<file path="config.mk">
export PLATFORM = sky130hd
export DESIGN_NAME = wb_sram_ctrl
export DESIGN_NICKNAME = d
export VERILOG_FILES = /design/src/rtl/uart_debug_pkg.sv /design/src/rtl/wb_sram_ctrl.sv
export SDC_FILE = /design/constraint.sdc
export NUM_CORES = 1
export LEC_CHECK = 0
export CAP_MARGIN = 10
export CORE_ASPECT_RATIO = 1.2
export CORE_MARGIN = 2
export CORE_UTILIZATION = 41
export DETAILED_ROUTE_END_ITERATION = 16
export GPL_ROUTABILITY_DRIVEN = 1
export PLACE_DENSITY = 0.8
export SLEW_MARGIN = 20
export SYNTH_ARGS = -nofsm -noshare
export SYNTH_HDL_FRONTEND = slang
export SYNTH_SLANG_ARGS = --single-unit
</file>
<file path="constraint.sdc">
create_clock -name clk -period 2 [get_ports clk]
set_input_delay 0.2 -clock clk [delete_from_list [all_inputs] [get_ports clk]]
set_output_delay 0.2 -clock clk [all_outputs]
set_load 0.05 [all_outputs]
</file>
<file path="src/rtl/uart_debug_pkg.sv">
// Shared types for the uart2wb debug bus slaves.
//   state_t : wb_sram_ctrl access sequencer states
//   WAIT_W  : width of the SRAM wait-state counter (0..15 extra cycles)
package uart_debug_pkg;

    typedef enum logic [1:0] {
        IDLE   = 2'd0,
        ACCESS = 2'd1,
        ACK    = 2'd2
    } state_t;

    localparam int WAIT_W = 4;

endpackage

</file>
<file path="src/rtl/wb_sram_ctrl.sv">
// Wishbone B4 pipelined slave bridging the debug bus to an asynchronous SRAM.
// One single-beat access is in flight at a time. Each access is:
//   accept edge -> ACCESS (WAIT+1 cycles, strobes low) -> ACK (1 cycle) -> IDLE.
// Ports:
//   clk, rst_n           clock, async active-low reset
//   wb_cyc_i..wb_sel_i   Wishbone request (word address, byte selects)
//   wb_dat_o, wb_ack_o   read data (held until next read), one-cycle ack
//   wb_stall_o           high whenever an access is in progress
//   sram_*               registered SRAM address/data/strobes; sram_dq_oe
//                        drives the bidirectional data pads at the top level
module wb_sram_ctrl
    import uart_debug_pkg::*;
#(
    parameter int AW      = 16,
    parameter int DW      = 16,
    parameter int SRAM_AW = 16,
    parameter int RD_WAIT = 1,
    parameter int WR_WAIT = 1
) (
    input  logic                 clk,
    input  logic                 rst_n,
    input  logic                 wb_cyc_i,
    input  logic                 wb_stb_i,
    input  logic                 wb_we_i,
    input  logic [AW-1:0]        wb_adr_i,
    input  logic [DW-1:0]        wb_dat_i,
    input  logic [DW/8-1:0]      wb_sel_i,
    output logic [DW-1:0]        wb_dat_o,
    output logic                 wb_ack_o,
    output logic                 wb_stall_o,
    output logic [SRAM_AW-1:0]   sram_addr,
    input  logic [DW-1:0]        sram_dq_i,
    output logic [DW-1:0]        sram_dq_o,
    output logic                 sram_dq_oe,
    output logic                 sram_ce_n,
    output logic                 sram_oe_n,
    output logic                 sram_we_n,
    output logic [DW/8-1:0]      sram_be_n
);

    state_t              state_q;
    logic [WAIT_W-1:0]   wait_cnt_q;
    logic                we_q;
    logic [DW-1:0]       rdata_q;
    logic [SRAM_AW-1:0]  addr_q;
    logic [DW-1:0]       dq_o_q;
    logic                dq_oe_q;
    logic                ce_n_q;
    logic                oe_n_q;
    logic                we_n_q;
    logic [DW/8-1:0]     be_n_q;
    logic                accept;

    assign wb_stall_o = (state_q != IDLE);
    assign accept     = wb_cyc_i & wb_stb_i & ~wb_stall_o;

    // The SRAM sequence always runs to completion once started; dropping
    // cyc only masks the ack, so a write is never torn.
    assign wb_ack_o   = (state_q == ACK) & wb_cyc_i;

    assign wb_dat_o   = rdata_q;
    assign sram_addr  = addr_q;
    assign sram_dq_o  = dq_o_q;
    assign sram_dq_oe = dq_oe_q;
    assign sram_ce_n  = ce_n_q;
    assign sram_oe_n  = oe_n_q;
    assign sram_we_n  = we_n_q;
    assign sram_be_n  = be_n_q;

    always_ff @(posedge clk or negedge rst_n) begin
        if (!rst_n) begin
            state_q    <= IDLE;
            wait_cnt_q <= '0;
            we_q       <= 1'b0;
            rdata_q    <= '0;
            addr_q     <= '0;
            dq_o_q     <= '0;
            dq_oe_q    <= 1'b0;
            ce_n_q     <= 1'b1;
            oe_n_q     <= 1'b1;
            we_n_q     <= 1'b1;
            be_n_q     <= '1;
        end else begin
            case (state_q)
                IDLE: begin
                    dq_oe_q <= 1'b0;
                    if (accept) begin
                        state_q    <= ACCESS;
                        wait_cnt_q <= wb_we_i ? WAIT_W'(WR_WAIT) : WAIT_W'(RD_WAIT);
                        we_q       <= wb_we_i;
                        addr_q     <= wb_adr_i[SRAM_AW-1:0];
                        dq_o_q     <= wb_dat_i;
                        be_n_q     <= ~wb_sel_i;
                        ce_n_q     <= 1'b0;
                        oe_n_q     <= wb_we_i;
                        we_n_q     <= ~wb_we_i;
                        dq_oe_q    <= wb_we_i;
                    end
                end
                ACCESS: begin
                    if (wait_cnt_q == '0) begin
                        state_q <= ACK;
                        ce_n_q  <= 1'b1;
                        oe_n_q  <= 1'b1;
                        we_n_q  <= 1'b1;
                        // oe has been low for RD_WAIT+1 cycles here
                        if (!we_q)
                            rdata_q <= sram_dq_i;
                    end else begin
                        wait_cnt_q <= wait_cnt_q - WAIT_W'(1);
                    end
                end
                ACK: begin
                    // write data is held through ACK after we_n rises
                    state_q <= IDLE;
                    dq_oe_q <= 1'b0;
                end
                default: state_q <= IDLE;
            endcase
        end
    end

endmodule

</file>
==> results_dict.tcl, run 1 <==
set metrics [dict create \
    status "complete, no violations" \
    cp_top_family "buffers and inverters" \
    synth_top_area_cell "dfrtp_1" \
    cts_buffers 9 \
    ys.flop_type "dfrtp_1" \
    yosysMostFrequentCell "nand2_1" \
    synth_common_cells "107 x nand2_1, 56 x dfrtp_1, 10 x mux2_4" \
    tns_ns 0 \
    n_antenna_cell 0 \
    path_buf_inv 1 \
    tightest_slew_ns 0.5316 \
    yosysSeqAreaShare 0.6276 \
    final_nets 398 \
    synth_enable_flop_cells 0 \
    cp.arrival_ns 1.69 \
    die_h_um 88.55 \
    cp_max_fo 2 \
    hold_viol 0 \
    stdcell_area_mm2 0.003825 \
    drtAntennaViolNets 0 \
    detail_route.vias_per_cell 4.566 \
    min_period_ns 1.886 \
    drt_pass1_iterations 4 \
    vias 1945 \
    cpMaxStageDelayCell "clkdlybuf4s50_1" \
    synthesis.nets 281 \
    grt_util_all_layers 0.1736 \
    p_leak_nw 1.860 \
    grt_max_degree 43 \
    endpoint_kind "output pin" \
    cp-start-kind "flip-flop" \
    avgSynthCellArea_um2 10.90 \
    routed_wl_mm 5.422 \
    start_util 0.4281 \
    drc 0 \
    fmax_ghz 0.5301 \
    grt_pass1_wl_mm 8.694 \
    grt-ovfl-total 0 \
    skew_ns 0.007445 \
    layout-drive-gt1-share 0.1416 \
    setup_viol 0 \
    io_pins 111 \
    fin_crit_sh 0.9431 \
    die-area_mm2 0.006593 \
    dpl_cell_area_mm2 0.003638 \
    cts_tree "yes" \
    relSlewSlack 0.6445 \
    cts_max_level 3 \
    drv_slew 0 \
    fillers 449 \
    wire_per_inst_um 12.73 \
    ys_ff_latch 61 \
    path_cells "clkdlybuf4s50_1" \
    max_stage_delay_ns 0.82 \
    criticalPathCategory "reg -> out" \
    rsz0062_at_grt "no" \
    postCtsSetupRepairBufs 0 \
    syn_area_mm2 0.002442 \
    synth_cell_types 28 \
    hold_class "in -> async" \
    vdd_ir_drop_max_mv 1.178 \
    dp_hpwl_mm 4.028 \
    fp-row-count 30 \
    die-width_um 74.46 \
    insertion_delay_ns 0.32 \
    synthCells 224 \
    root_buffer "clkbuf_8" \
    yosys_warnings 0 \
    cts_max_path_buffers 2 \
    antenna_found_initial 0 \
    cts_sinks 61 \
    maxCapViolCount 0 \
    path_clk_slew_ns 0.07 \
    ys_top_cells_by_area "dfrtp_1 57%, nand2_1 16%, mux2_4 6.1%" \
    port_buffers 110 \
    drt-initial-drc-count 84 \
    globalplace.congestion 0.7382 \
    ys_async_sr_fraction 1.000 \
    grt_pass1_vias 1932 \
    core_area_mm2 0.005705 \
    synth_top_area_share 0.5738 \
    areaGrowthSynthToFinish_pct 56.61 \
    power_per_cell_area_mw_per_mm2 1922 \
    critPathRequiredTime_ns 1.80 \
]
==> area by class of cell <==
type / count / area (µm²) / share of cell area
Clock inverter: 4 / 22.52 / 0.005888
Multi-Input combinational cell: 149 / 847.1 / 0.2215
Clock buffer: 12 / 155.1 / 0.04056
Sequential cell: 61 / 1533 / 0.4007
Tap cell: 80 / 100.1 / 0.02617
Timing Repair Buffer: 116 / 1152 / 0.3013
Inverter: 4 / 15.01 / 0.003925
==> placed cells by master (no fill, tap or decap), types with 2 or more instances in the layout <==
cell	instances
nand2_1	107
clkdlybuf4s50_1	107
dfrtp_1	56
clkbuf_8	11
mux2_4	10
mux2_2	6
buf_4	5
dfstp_2	5
inv_1	4
mux2i_1	3
o21ai_0	3
clkinv_2	3
or2_2	2
a21oi_1	2
ha_1	2
==> cell families after synthesis <==
family | Yosys count | share of synthesized area
and+or+nand+nor | 120 | 0.2126
DFF | 61 | 0.6276
muxes | 19 | 0.1014
buffers and inverters | 14 | 0.02766
AOI/OAI and AO/OA | 8 | 0.02049
adders and majority gates | 2 | 0.01024
==> report_power, final <==
part | leakage, nW | total [mW] | internal [mW] | switching, mW
Clock | 0.0921 | 0.959 | 0.511 | 0.448
Combinational | 1.03 | 4.19 | 1.51 | 2.67
Sequential | 0.738 | 2.20 | 1.86 | 0.347
Total | 1.86 | 7.35 | 3.88 | 3.47
==> flip-flops by register name, indices dropped and copies added (netlist names) <==
name        cells
sram_dq_oe      1
sram_be_n       2
we_q            1
sram_ce_n       1
wait_cnt_q      4
sram_addr      16
sram_we_n       1
state_q         2
sram_oe_n       1
wb_dat_o       16
sram_dq_o      16
==> what timing repair did <==
item	in CTS	in global routing
hold buffers	1	0
gates resized for setup	1	0
hold endpoints to repair	19	0
endpoints found under the setup margin	1	0
==> through the flow <==
stage | hold WS, ns | utilization | std cells | setup slack [ns] | total power, mW
floorplan | -0.09559 | - | 224 | 0.4778 | 4.998
global placement | 0.1720 | 0.6377 | 409 | 0.3666 | 6.358
detailed placement | 0.1720 | 0.6377 | 409 | 0.3180 | 6.445
CTS | 0.3619 | 0.6704 | 426 | 0.09863 | 7.422
global route | 0.4023 | 0.6704 | 426 | 0.07547 | 7.735
finish | 0.3611 | 0.6704 | 426 | 0.1137 | 7.350
==> worst paths after layout <==
path                       slack (ns)                        end                      start  cells past startpoint
max                              0.11                  sram_oe_n      sram_oe_n$_DFFE_PN1P_                      1
min                              0.36   sram_dq_o[0]$_DFFE_PN0P_                      rst_n                      2
max reg2reg                      0.32   wb_dat_o[11]$_DFFE_PN0P_  wait_cnt_q[0]$_DFFE_PN0P_                      5
min reg2reg                      0.47   sram_dq_o[3]$_DFFE_PN0P_   sram_dq_o[3]$_DFFE_PN0P_                      2
max in group asynchronous        1.01      sram_we_n$_DFFE_PN1P_                      rst_n                      3
min in group clk                 0.40  sram_addr[10]$_DFFE_PN0P_               wb_adr_i[10]                      3
==> routing by layer <==
layer,share of wire,track usage,vias up
met5,0,0,-
met4,0.011,0.06331,0
li1,-,-,942
met1,0.43,0.2157,918
met3,0.081,0.06264,6
met2,0.48,0.2784,79
Note: power is estimated with default switching activity, not from simulation.
==> run 2: changes to the inputs <==
--- a/config.mk
+++ b/config.mk
@@ -12,7 +12,6 @@
 export DETAILED_ROUTE_END_ITERATION = 16
 export GPL_ROUTABILITY_DRIVEN = 1
 export PLACE_DENSITY = 0.8
-export SLEW_MARGIN = 20
 export SYNTH_ARGS = -nofsm -noshare
 export SYNTH_HDL_FRONTEND = slang
 export SYNTH_SLANG_ARGS = --single-unit
==> results of run 2 <==
The final DEF is identical to that of run 1; final timing and power are the same.
==> variant (settings of run 2) <==
Make the reset (`rst_n`) synchronous in one clocked block. Comments in the files are not updated.
--- a/src/rtl/wb_sram_ctrl.sv
+++ b/src/rtl/wb_sram_ctrl.sv
@@ -69,3 +69,3 @@
 
-    always_ff @(posedge clk or negedge rst_n) begin
+    always_ff @(posedge clk) begin
         if (!rst_n) begin
Behaviour: differs if rst_n is asserted again (counterexample within 4 cycles, from zero or initial values and one cycle with rst_n low); with rst_n held inactive, the same outputs for 10 cycles.
==> variant against run 2 <==
Worst setup slack gained 0.16 ns. Die area shrank 4.9%. Final area shrank 4.2%. Routed wire length grew 13%. First-iteration DRC count grew 35%. Area after synthesis shrank 5.1%. Sequential cell count is the same. Count of clock-buffer cells in the layout shrank 3. Clock skew grew 0.0022 ns. Largest cell class unchanged.
Power is not compared: it rests on default switching activity, and its combinational part moved more than twofold at a synthesized area within 25%.
==> variant: results (changes against run 2) <==
<table>
<tr><th>Metric</th><th>Value</th></tr>
<tr><th colspan="2">Worst setup path</th></tr>
<tr><td>Capture point of the worst reg-to-reg path</td><td>sram_we_n$_SDFFE_PN1P_ (was wb_dat_o[11]$_DFFE_PN0P_)</td></tr>
<tr><td>Critical path fanouts, max</td><td>10 (was 2)</td></tr>
<tr><td>Start of the worst register-to-register path</td><td>wait_cnt_q[0]$_SDFFE_PN0P_ (was wait_cnt_q[0]$_DFFE_PN0P_)</td></tr>
<tr><td>Worst Path Arrival</td><td>1.53 ns (was 1.69 ns)</td></tr>
<tr><td>Slack of the worst reg-to-reg path</td><td>0.28 ns (was 0.32 ns)</td></tr>
<tr><td>Logic depth of the worst register-to-register path</td><td>6 (was 5)</td></tr>
<tr><th colspan="2">Routing</th></tr>
<tr><td>DRC marker count from the first detailed-route iteration</td><td>113 (was 84)</td></tr>
<tr><td>DR WL met2</td><td>2910 µm (was 2610 µm)</td></tr>
<tr><td>Final wirelength</td><td>6120 µm (was 5420 µm)</td></tr>
<tr><td>Total via count in the routed design</td><td>2391 (was 1945)</td></tr>
<tr><th colspan="2">Min path</th></tr>
<tr><td>Class of the tightest hold or removal check</td><td>input pin to register (was input pin to asynchronous set/reset pin)</td></tr>
<tr><th colspan="2">Global route</th></tr>
<tr><td>Largest net degree at the start of global routing</td><td>27 (was 43)</td></tr>
<tr><td>Met3 track utilization from global routing</td><td>0.0640 (was 0.0626)</td></tr>
<tr><td>Total track usage</td><td>0.202 (was 0.174)</td></tr>
<tr><td>M1 GR Usage</td><td>0.223 (was 0.216)</td></tr>
<tr><td>Global-route wire length before repair</td><td>9810 µm (was 8690 µm)</td></tr>
<tr><td>Via count of the first global-routing pass</td><td>2240 (was 1932)</td></tr>
<tr><td>Met2 Use GR</td><td>0.331 (was 0.278)</td></tr>
<tr><th colspan="2">Logic synthesis</th></tr>
<tr><td>Net count after synthesis</td><td>336 (was 281)</td></tr>
<tr><td>Fraction of the yosys area taken by sequential cells</td><td>0.527 (was 0.628)</td></tr>
<tr><td>Fraction of synthesis flops using an asynchronous set or reset pin</td><td>0 (was 1.00)</td></tr>
<tr><td>Average size of a mapped cell</td><td>8.31 µm² (was 10.9 µm²)</td></tr>
<tr><th colspan="2">STA</th></tr>
<tr><td>Final clock skew</td><td>0.00963 ns (was 0.00744 ns)</td></tr>
<tr><th colspan="2">Place</th></tr>
<tr><td>Pre-CTS setup slack</td><td>0.292 ns (was 0.318 ns)</td></tr>
<tr><td>Placed Instances</td><td>439 (was 409)</td></tr>
<tr><th colspan="2">Outcome</th></tr>
<tr><td>Result of the run</td><td>finished, final reports clean (unchanged)</td></tr>
<tr><th colspan="2">Finish</th></tr>
<tr><td>Ratio of cells with drive above 1 in the final layout</td><td>0.0793 (was 0.142)</td></tr>
<tr><td>Final-layout fill cell count</td><td>492 (was 449)</td></tr>
</table>
-- variant: logic make-up (layout without fill, tap and decap cells) --
| family | count (synthesis) | after routing | synth area share |
|---|---|---|---|
| AO/OA/AOI/OAI | 85 | 85 | 0.194 |
| buffers and inverters | 28 | 140 | 0.0589 |
| flip-flops | 61 | 61 | 0.527 |
| AND/OR/NAND/NOR | 103 | 103 | 0.210 |
| adder cells (fa/ha/maj) | 2 | 2 | 0.0108 |
-- variant: how the worst max path moves through the flow --
stage,from,to,slack [ns],cells past startpoint
detailed placement,wait_cnt_q[0]$_SDFFE_PN0P_,sram_we_n$_SDFFE_PN1P_,0.29,6
CTS,state_q[0]$_SDFFE_PN0P_,wb_stall_o,0.27,2
floorplan,wait_cnt_q[0]$_SDFFE_PN0P_,sram_we_n$_SDFFE_PN1P_,0.52,6
finish,state_q[0]$_SDFFE_PN0P_,wb_stall_o,0.27,2
global route,wait_cnt_q[0]$_SDFFE_PN0P_,wb_dat_o[3]$_SDFFE_PN0P_,0.17,6
global placement,wait_cnt_q[0]$_SDFFE_PN0P_,sram_we_n$_SDFFE_PN1P_,0.33,6
-- variant: power groups by stage --
stage,Sequential (mW),Combinational [mW],Clock [mW]
final,1.30,0.624,1.07
after floorplan,1.51,0.191,0
after global routing,1.31,0.666,1.15
after global placement,1.33,0.619,0
after detailed placement,1.33,0.624,0
after CTS,1.30,0.627,1.11
-- variant: worst max-delay path: stages (launching register included) --
cell and delay [ns]:
dfxtp_1 0.49, or2_2 0.16, dlygate4sd2_1 0.53
-- variant: area by class of cell --
type	instances	area, µm²	share of cell area
clock buffer	9	124	0.0338
clock inverter	7	75.1	0.0205
sequential	61	1220	0.333
multi-input combinational	190	970	0.265
tap	64	80.1	0.0218
timing repair buffer	119	1180	0.321
inverter	5	18.8	0.00512
